## src/rtl/fetch_stage.sv

```systemverilog
// fetch_stage: owns the PC, drives a 1-cycle-latency instruction memory
// and presents a registered instruction to decode.
// Ports:
//   clk, rst            clock, asynchronous active-high reset
//   stall               decode cannot accept; instr outputs hold
//   branch_taken        1-cycle redirect pulse, wins over stall
//   branch_target       redirect address, low two bits ignored
//   imem_req/imem_addr  read strobe and address (= pc)
//   imem_rdata          read data, live the cycle after a request
//   instr/instr_pc      registered instruction and its address
//   instr_valid         instr is a live instruction
//   op/funct            instr[31:26] / instr[5:0]
module fetch_stage #(
    parameter logic [31:0] RESET_PC = 32'h0000_0000
) (
    input  logic        clk,
    input  logic        rst,
    input  logic        stall,
    input  logic        branch_taken,
    input  logic [31:0] branch_target,
    output logic        imem_req,
    output logic [31:0] imem_addr,
    input  logic [31:0] imem_rdata,
    output logic [31:0] instr,
    output logic [31:0] instr_pc,
    output logic        instr_valid,
    output logic [5:0]  op,
    output logic [5:0]  funct
);

    typedef enum logic [1:0] {
        BOOT = 2'd0,
        RUN  = 2'd1,
        SKID = 2'd2
    } state_t;

    state_t      state;
    logic [31:0] pc;
    logic        pend;
    logic [31:0] pend_pc;
    logic [31:0] skid;
    logic [31:0] skid_pc;
    logic        unused_tgt;

    assign unused_tgt = ^branch_target[1:0];

    assign imem_req  = (state == RUN || state == SKID)
                     && !stall && !branch_taken;
    assign imem_addr = pc;
    assign op        = instr[31:26];
    assign funct     = instr[5:0];

    always_ff @(posedge clk or posedge rst) begin
        if (rst) begin
            state       <= BOOT;
            pc          <= RESET_PC;
            pend        <= 1'b0;
            pend_pc     <= 32'h0;
            skid        <= 32'h0;
            skid_pc     <= 32'h0;
            instr       <= 32'h0;
            instr_pc    <= 32'h0;
            instr_valid <= 1'b0;
        end else begin
            pend    <= imem_req;
            pend_pc <= pc;
            if (imem_req)
                pc <= pc + 32'd4;
            if (branch_taken) begin
                // Any in-flight response or skid word is dropped:
                // pend clears via imem_req=0, SKID is left.
                pc          <= {branch_target[31:2], 2'b00};
                instr_valid <= 1'b0;
                state       <= RUN;
            end else begin
                unique case (state)
                    BOOT: state <= RUN;
                    RUN: begin
                        if (!stall) begin
                            // Invalid cycles keep the last word shown.
                            if (pend) begin
                                instr    <= imem_rdata;
                                instr_pc <= pend_pc;
                            end
                            instr_valid <= pend;
                        end else if (pend) begin
                            skid    <= imem_rdata;
                            skid_pc <= pend_pc;
                            state   <= SKID;
                        end
                    end
                    SKID: begin
                        if (!stall) begin
                            instr       <= skid;
                            instr_pc    <= skid_pc;
                            instr_valid <= 1'b1;
                            state       <= RUN;
                        end
                    end
                    default: state <= BOOT;
                endcase
            end
        end
    end

endmodule

```

## config.mk

```make
export PLATFORM = sky130hd
export DESIGN_NAME = fetch_stage
export DESIGN_NICKNAME = d
export VERILOG_FILES = /design/src/rtl/fetch_stage.sv
export SDC_FILE = /design/constraint.sdc
export NUM_CORES = 1
export LEC_CHECK = 0
export CAP_MARGIN = 20
export CELL_PAD_IN_SITES_DETAIL_PLACEMENT = 2
export CELL_PAD_IN_SITES_GLOBAL_PLACEMENT = 2
export CORE_UTILIZATION = 25
export DETAILED_ROUTE_END_ITERATION = 16
export HOLD_SLACK_MARGIN = 0.03
export PLACE_DENSITY = 0.73
export SLEW_MARGIN = 20
export SYNTH_ARGS = -nofsm -noshare
export SYNTH_HDL_FRONTEND = slang
export SYNTH_SLANG_ARGS = --single-unit
```

## constraint.sdc

```tcl
create_clock -name clk -period 7.5 [get_ports clk]
set_input_delay 1.5 -clock clk [delete_from_list [all_inputs] [get_ports clk]]
set_output_delay 1.5 -clock clk [all_outputs]
set_load 0.005 [all_outputs]
```

==> results of run 1 <==
flip-flops by register name, summed over array words and instances, names as in the netlist:
register	count
instr_valid	1
pend_pc	30
skid_pc	30
state	2
instr_pc	30
pend	1
imem_addr	30
instr	32
skid	32
stage by stage:
step	util (%)	hold WS (ps)	setup slack, ps	power (mW)	cells
after CTS	33.83	486.9	2231	3.768	1254
after global placement	31.94	458.3	2275	2.728	1223
after floorplan	-	407.9	886.2	2.172	701
final	33.83	479.1	2280	3.698	1254
after global routing	33.83	505.3	2108	3.954	1254
after detailed placement	31.94	471.6	2254	2.803	1223
Yosys cell counts, drive strengths merged (3+ instances only):
library cell / number / share of area (%)
nor3: 7 / 0.43
xor2: 3 / 0.32
nand2: 92 / 4.3
a31oi: 11 / 0.85
or4: 8 / 0.88
dfrtp: 188 / 58
mux2i: 63 / 7.8
xnor2: 9 / 0.97
inv: 12 / 0.55
and2: 4 / 0.31
ha: 5 / 0.77
a311o: 3 / 0.37
nand4b: 3 / 0.32
a21oi: 7 / 0.43
o31ai: 5 / 0.46
nand3: 13 / 0.96
nor2: 21 / 0.97
nor4: 9 / 0.69
buf: 23 / 2.0
o41ai: 3 / 0.32
o21ai: 76 / 4.7
mux2: 62 / 8.6
clkbuf: 34 / 1.6
nand4: 12 / 1.2
and3: 4 / 0.32
kinds of logic (layout without fill, tap and decap cells):
kind of cell / after synthesis / in the layout / share of synthesized area (%)
flops: 188 / 188 / 57.96
simple gates: 184 / 184 / 11.36
xor+xnor: 12 / 12 / 1.295
mux: 125 / 125 / 16.37
buf+inv: 69 / 220 / 4.131
other cells: 1 / 4 / 0.04620
fa+ha+maj: 5 / 5 / 0.7708
compound gates: 114 / 114 / 8.062
worst max-delay path, delay by kind of cell:
family,cells,cell delay (ps)
AND/OR/NAND/NOR,1,330
buffers and inverters,4,1870
power by group through the flow:
stage          sequential, mW  clock [mW]  combinational, mW
2_1_floorplan            1.57           0              0.598
3_3_place_gp             1.59           0               1.14
3_5_place_dp             1.62           0               1.18
4_1_cts                  1.60       0.982               1.18
5_1_grt                  1.65        1.02               1.29
6_report                 1.59       0.950               1.15
area by class of cell:
| cell class | count | area [µm²] | share of cell area [%] |
|---|---|---|---|
| clock buffers | 18 | 439.2 | 4.092 |
| multi-input cells | 444 | 3113 | 29.01 |
| inverters | 12 | 52.55 | 0.4897 |
| repair buffers | 177 | 1757 | 16.37 |
| clock inverters | 13 | 162.7 | 1.516 |
| flip-flops and latches | 188 | 4705 | 43.84 |
| well taps | 402 | 503.0 | 4.687 |
placed cells by master (no fill, tap or decap), types with 4 or more instances in the layout:
| cell type | n |
|---|---|
| nor4_1 | 9 |
| nand4_1 | 10 |
| dfrtp_1 | 188 |
| a31oi_1 | 11 |
| inv_1 | 11 |
| nand3_1 | 11 |
| nand2_1 | 92 |
| mux2_2 | 62 |
| nor2_1 | 21 |
| clkdlybuf4s50_1 | 171 |
| a21oi_1 | 7 |
| and2_1 | 4 |
| o31ai_1 | 5 |
| conb_1 | 4 |
| ha_1 | 4 |
| or4_1 | 5 |
| clkbuf_16 | 17 |
| nor3_1 | 7 |
| o21ai_0 | 76 |
| buf_4 | 6 |
| inv_6 | 4 |
| xnor2_1 | 9 |
| mux2i_1 | 63 |
path summary, 6_finish.rpt:
| kind | end | startpoint | depth (start not counted) | slack [ps] |
|---|---|---|---|---|
| setup / recovery | imem_req | branch_taken | 5 | 2280 |
| hold / removal | instr_pc[29] | instr_pc[29] | 2 | 480 |
| setup reg to reg | instr[0] | state[0] | 6 | 4810 |
| hold reg to reg | instr_pc[29] | instr_pc[29] | 2 | 480 |
| max in group asynchronous | instr_pc[31] | rst | 3 | 4430 |
| min in group asynchronous | instr[28] | rst | 2 | 1670 |
metal layers:
metal | vias to the layer above | part of all wire, %
met5 | - | 0
met4 | 0 | 1.3
met3 | 20 | 3.7
met2 | 128 | 49
met1 | 3017 | 46
li1 | 2729 | -
==> results.tsv, run 1 <==
stage	metric	value	unit
status	status	completed	
run	max capacitance violation total	0	
power_and_ir_drop	Flop pwr share	43.1	%
floorplanning	Die Ht	182.2	µm
logic_synthesis	Mapped Cells	698	
timing	final setup fails	0	
critical_path	crit-path cells	clkdlybuf4s50_1 > buf_4 > inv_1 > and2_1 > clkdlybuf4s50_1	
timing	Worst slew margin	35.65	%
global_route	first-pass GRT wire length	37.20	mm
critical_path	Crit-path slowest cell	inv_1	
timing	RSZ-0062 raised after global routing	false	
power_and_ir_drop	PwrDens	344.6	nW/µm²
critical_path	Slowest Stage Delay on Critical Path	550	ps
timing	Final Hold Fails	0	
logic_synthesis	syn avg cell area	11.63	µm²
clock_tree	CTS Root Cell	clkbuf_16	
critical_path	crit start category	input pin	
logic_synthesis	YS warnings	0	
power_and_ir_drop	Clk network pwr share	25.7	%
critical_path	Data arrival, critical path	3720	ps
drt	Detail Route Antenna Nets	0	
timing	Final Critical Period	5220	ps
global_route	M3 GR Usage	3.133	%
final_layout	P&R area growth vs syn	32.22	%
final_layout	Nets	913	
timing	Final Cycle Share	69.60	%
timing	TNS Setup	0	ps
timing	Clock Skews	14.34	ps
logic_synthesis	prevailing post-synth register cell	dfrtp_1	
worst_hold_path	hold crit path type	register to register	
global_route	gr busiest metal	met2	
logic_synthesis	Post-synth EDFFs	0	
global_route	met2 Usage GRT	24.20	%
clock_tree	Bufs on Longest Clock Path	2	
drt	vias per cell	4.700	
timing	Worst-Margin Slew	956.4	ps
clock_tree	PostCTS Resize Cnt	0	
global_route	pin count of the biggest net entering global routing	130	
critical_path	Req. time, crit path	6000	ps
final_layout	fillers	3361	
logic_synthesis	async set-reset flop share out of synthesis	100.0	%
clock_tree	hold-fix buffers at CTS	0	
placed_design	IO buf count	171	
drt	Total Routed Length	22.92	mm
final_layout	share of cells above drive strength 1	13.15	%
clock_tree	CTS clk-pin slew, worst paths	70	ps
placed_design	Cell Area, Placed	10130	µm²
power_and_ir_drop	logic gate share of total power	31.2	%
power_and_ir_drop	sw power	1.135	mW
timing	Peak Freq	0.1916	GHz
logic_synthesis	Post-Syn Area	8117	µm²
global_route	initial antenna violation count	0	
drt	router iterations before antenna repair	4	
power_and_ir_drop	Int Pwr	2.563	mW
clock_tree	cts bufs inserted	17	
drt	Residual DRC	0	
placed_design	GPL Wtd Cong	0.6964	
global_route	met1 GRT Util	18.94	%
clock_tree	Worst-Skew Late Latency	440	ps
clock_tree	htree depth	4	
critical_path	most used cell, CP	clkdlybuf4s50_1	
floorplanning	DIE WIDTH	182.2	µm
floorplanning	row count	65	
critical_path	Setup CP Type	input pin to primary output	
logic_synthesis	post-synthesis register bit count	188	
placed_design	DPL Wire Length	15.28	mm
clock_tree	CTS tree	built	
floorplanning	Placeable Area	31720	µm²
power_and_ir_drop	switching share of power	30.69	%
logic_synthesis	count of cell types in the netlist	50	
floorplanning	I/O pin count	178	
drt	DRT iter0 DRCs	297	
critical_path	crit end category	primary output	
critical_path	crit-path max FO	45	
final_layout	final non-filler cell area	10730	µm²
logic_synthesis	sequential share of the synthesized area	57.96	%
power_and_ir_drop	Worst VDD drop	0.1625	mV
final_layout	Antenna Cells	0	
global_route	number of global-route vias before repair	6477	
drt	drt wl/cell	18.27	µm
global_route	gr usage total	14.54	%
power_and_ir_drop	total leakage power	4.402	nW
clock_tree	post-CTS setup buffers	0	
timing	max-slew violation count	0	
drt	vias	5894	
floorplanning	Die ar.	33190	µm²
global_route	grt total ovfl	0	
clock_tree	clk sinks	188	
floorplanning	effective utilization at floorplan	25.59	%
Note: power is estimated with default switching activity, not from simulation.
==> run 2, diff against run 1 <==
--- a/config.mk
+++ b/config.mk
@@ -11,7 +11,7 @@
 export CORE_UTILIZATION = 25
 export DETAILED_ROUTE_END_ITERATION = 16
 export HOLD_SLACK_MARGIN = 0.03
-export PLACE_DENSITY = 0.73
+export PLACE_DENSITY = 0.75
 export SLEW_MARGIN = 20
 export SYNTH_ARGS = -nofsm -noshare
 export SYNTH_HDL_FRONTEND = slang
==> constraint.sdc (replaced) <==
create_clock -name clk -period 4.6 [get_ports clk]
set_input_delay 0.92 -clock clk [delete_from_list [all_inputs] [get_ports clk]]
set_output_delay 0.92 -clock clk [all_outputs]
set_load 0.005 [all_outputs]
==> results.tsv, run 2 (synthesized netlist as in run 1, its figures left out) <==
stage	metric	value	unit	change
drt	DRT iter0 DRCs	215		-28%
status	status	completed		
placed_design	IO buf count	171		unchanged
timing	Worst slew margin	29.15	%	-6.5 points
clock_tree	htree depth	4		unchanged
clock_tree	post-CTS setup buffers	0		unchanged
timing	Final Critical Period	3505	ps	
clock_tree	CTS Root Cell	clkbuf_16		
critical_path	Data arrival, critical path	2580	ps	-1140 ps
floorplanning	I/O pin count	178		unchanged
critical_path	CP delay by family, top	buffers and inverters		
clock_tree	cts bufs inserted	17		unchanged
final_layout	share of cells above drive strength 1	13.75	%	+0.61 points
power_and_ir_drop	total power	6.116	mW	+65%
final_layout	Largest regs	instr x32, skid x32		
critical_path	Setup CP Type	input pin to primary output		
timing	Final Cycle Share	76.20	%	
final_layout	Nets	918		+0.55%
clock_tree	Worst-Skew Late Latency	440	ps	about the same
critical_path	crit end category	primary output		
critical_path	Slowest Stage Delay on Critical Path	630	ps	+80 ps
placed_design	Cell Area, Placed	10190	µm²	+0.63%
placed_design	DPL Wire Length	15.68	mm	+2.6%
power_and_ir_drop	Worst VDD drop	0.2704	mV	+66%
clock_tree	CTS tree	built		
global_route	grt total ovfl	0		unchanged
floorplanning	DIE WIDTH	182.2	µm	unchanged
drt	Total Routed Length	23.03	mm	+0.48%
timing	Clock Skews	17.34	ps	+3.001 ps
final_layout	Antenna Cells	0		unchanged
drt	Detail Route Antenna Nets	0		unchanged
floorplanning	Die ar.	33190	µm²	unchanged
final_layout	P&R area growth vs syn	33.85	%	
clock_tree	CTS clk-pin slew, worst paths	70	ps	about the same
critical_path	most used cell, CP	clkdlybuf4s50_1		
final_layout	final non-filler cell area	10860	µm²	+1.2%
floorplanning	effective utilization at floorplan	25.59	%	unchanged
global_route	number of global-route vias before repair	6357		-1.9%
final_layout	most frequent cells in the layout	dfrtp_1 (188), clkdlybuf4s50_1 (171), nand2_1 (92)		
timing	final setup fails	0		unchanged
final_layout	fillers	3367		+0.18%
critical_path	crit-path cells	clkdlybuf4s50_1 > nor2b_1 > buf_4 > and2_1 > clkdlybuf4s50_1		
global_route	first-pass GRT wire length	36.91	mm	-0.78%
final_layout	most common library cell in the layout ignoring fill and taps	dfrtp_1		
run	max capacitance violation total	0		unchanged
drt	drt wl/cell	18.28	µm	about the same
timing	max-slew violation count	0		unchanged
critical_path	crit-path max FO	11		-76%
power_and_ir_drop	PwrDens	563.0	nW/µm²	+63%
clock_tree	Bufs on Longest Clock Path	2		unchanged
drt	vias	5908		+0.24%
drt	Residual DRC	0		unchanged
timing	Worst-Margin Slew	1053	ps	+96.63 ps
timing	Peak Freq	0.2853	GHz	
final_layout	fin cells	1260		+0.48%
critical_path	crit path buf inv count	3		-1
floorplanning	row count	65		unchanged
global_route	gr usage total	14.47	%	-0.073 points
floorplanning	Placeable Area	31720	µm²	unchanged
clock_tree	PostCTS Resize Cnt	0		unchanged
timing	Final Hold Fails	0		unchanged
clock_tree	clk sinks	188		unchanged
critical_path	crit start category	input pin		
critical_path	Crit-path slowest cell	clkdlybuf4s50_1		
critical_path	Req. time, crit path	3680	ps	-2320 ps
timing	RSZ-0062 raised after global routing	false		
global_route	initial antenna violation count	0		unchanged
floorplanning	Die Ht	182.2	µm	unchanged
global_route	pin count of the biggest net entering global routing	123		-5.4%
drt	router iterations before antenna repair	4		unchanged
power_and_ir_drop	total leakage power	4.465	nW	+1.4%
placed_design	placed cell count	1227		+0.33%
timing	TNS Setup	0	ps	unchanged
drt	vias per cell	4.689		-0.24%
placed_design	GPL Wtd Cong	0.7294		+4.7%
worst_hold_path	hold crit path type	register to register		
clock_tree	hold-fix buffers at CTS	0		unchanged
run 2: layout make-up:
class | instances | area [µm²] | area share, %
flip-flops and latches | 188 | 4705 | 43.30
multi-input cells | 444 | 3113 | 28.65
repair buffers | 182 | 1852 | 17.04
well taps | 402 | 503.0 | 4.630
clock buffers | 17 | 425.4 | 3.916
clock inverters | 15 | 217.7 | 2.004
inverters | 12 | 48.80 | 0.4492
run 2: metrics by stage:
step	utilization, %	setup slack (ps)	hold slack (ps)
5_1_grt	34.25	954.3	509.6
3_3_place_gp	32.14	1038	459.9
2_1_floorplan	-	1260	407.9
4_1_cts	34.17	1100	491.0
6_report	34.25	1095	483.1
3_5_place_dp	32.14	958.9	473.2
run 2: metal layers:
layer	wire length (µm)	global-route usage (%)
met5	0	0
met4	387	4.471
met2	11260	24.41
met1	10510	18.53
met3	861	2.993
run 2: final timing paths:
check	startpoint	depth (start not counted)	slack (ps)	to
max	stall	5	1100	imem_req
max in group asynchronous	rst	3	2760	instr_pc[16]
max reg2reg	state[0]	6	1890	imem_addr[22]
min reg2reg	instr[9]	2	480	instr[9]
min in group asynchronous	rst	2	1020	instr[30]
min	instr[9]	2	480	instr[9]
run 2: worst reg2reg max path, delay by kind of cell, from the launching register on:
family | cells | cell delay, ps
AOI/OAI and AO/OA | 2 | 500
buffers and inverters | 1 | 110
and+or+nand+nor | 2 | 1170
adders and majority gates | 1 | 400
DFF | 1 | 410
run 2: report_power, final:
group          internal [mW]  switching (mW)
clock                  0.846           0.758
sequential              2.23           0.374
combinational           1.09           0.816
total                   4.17            1.95
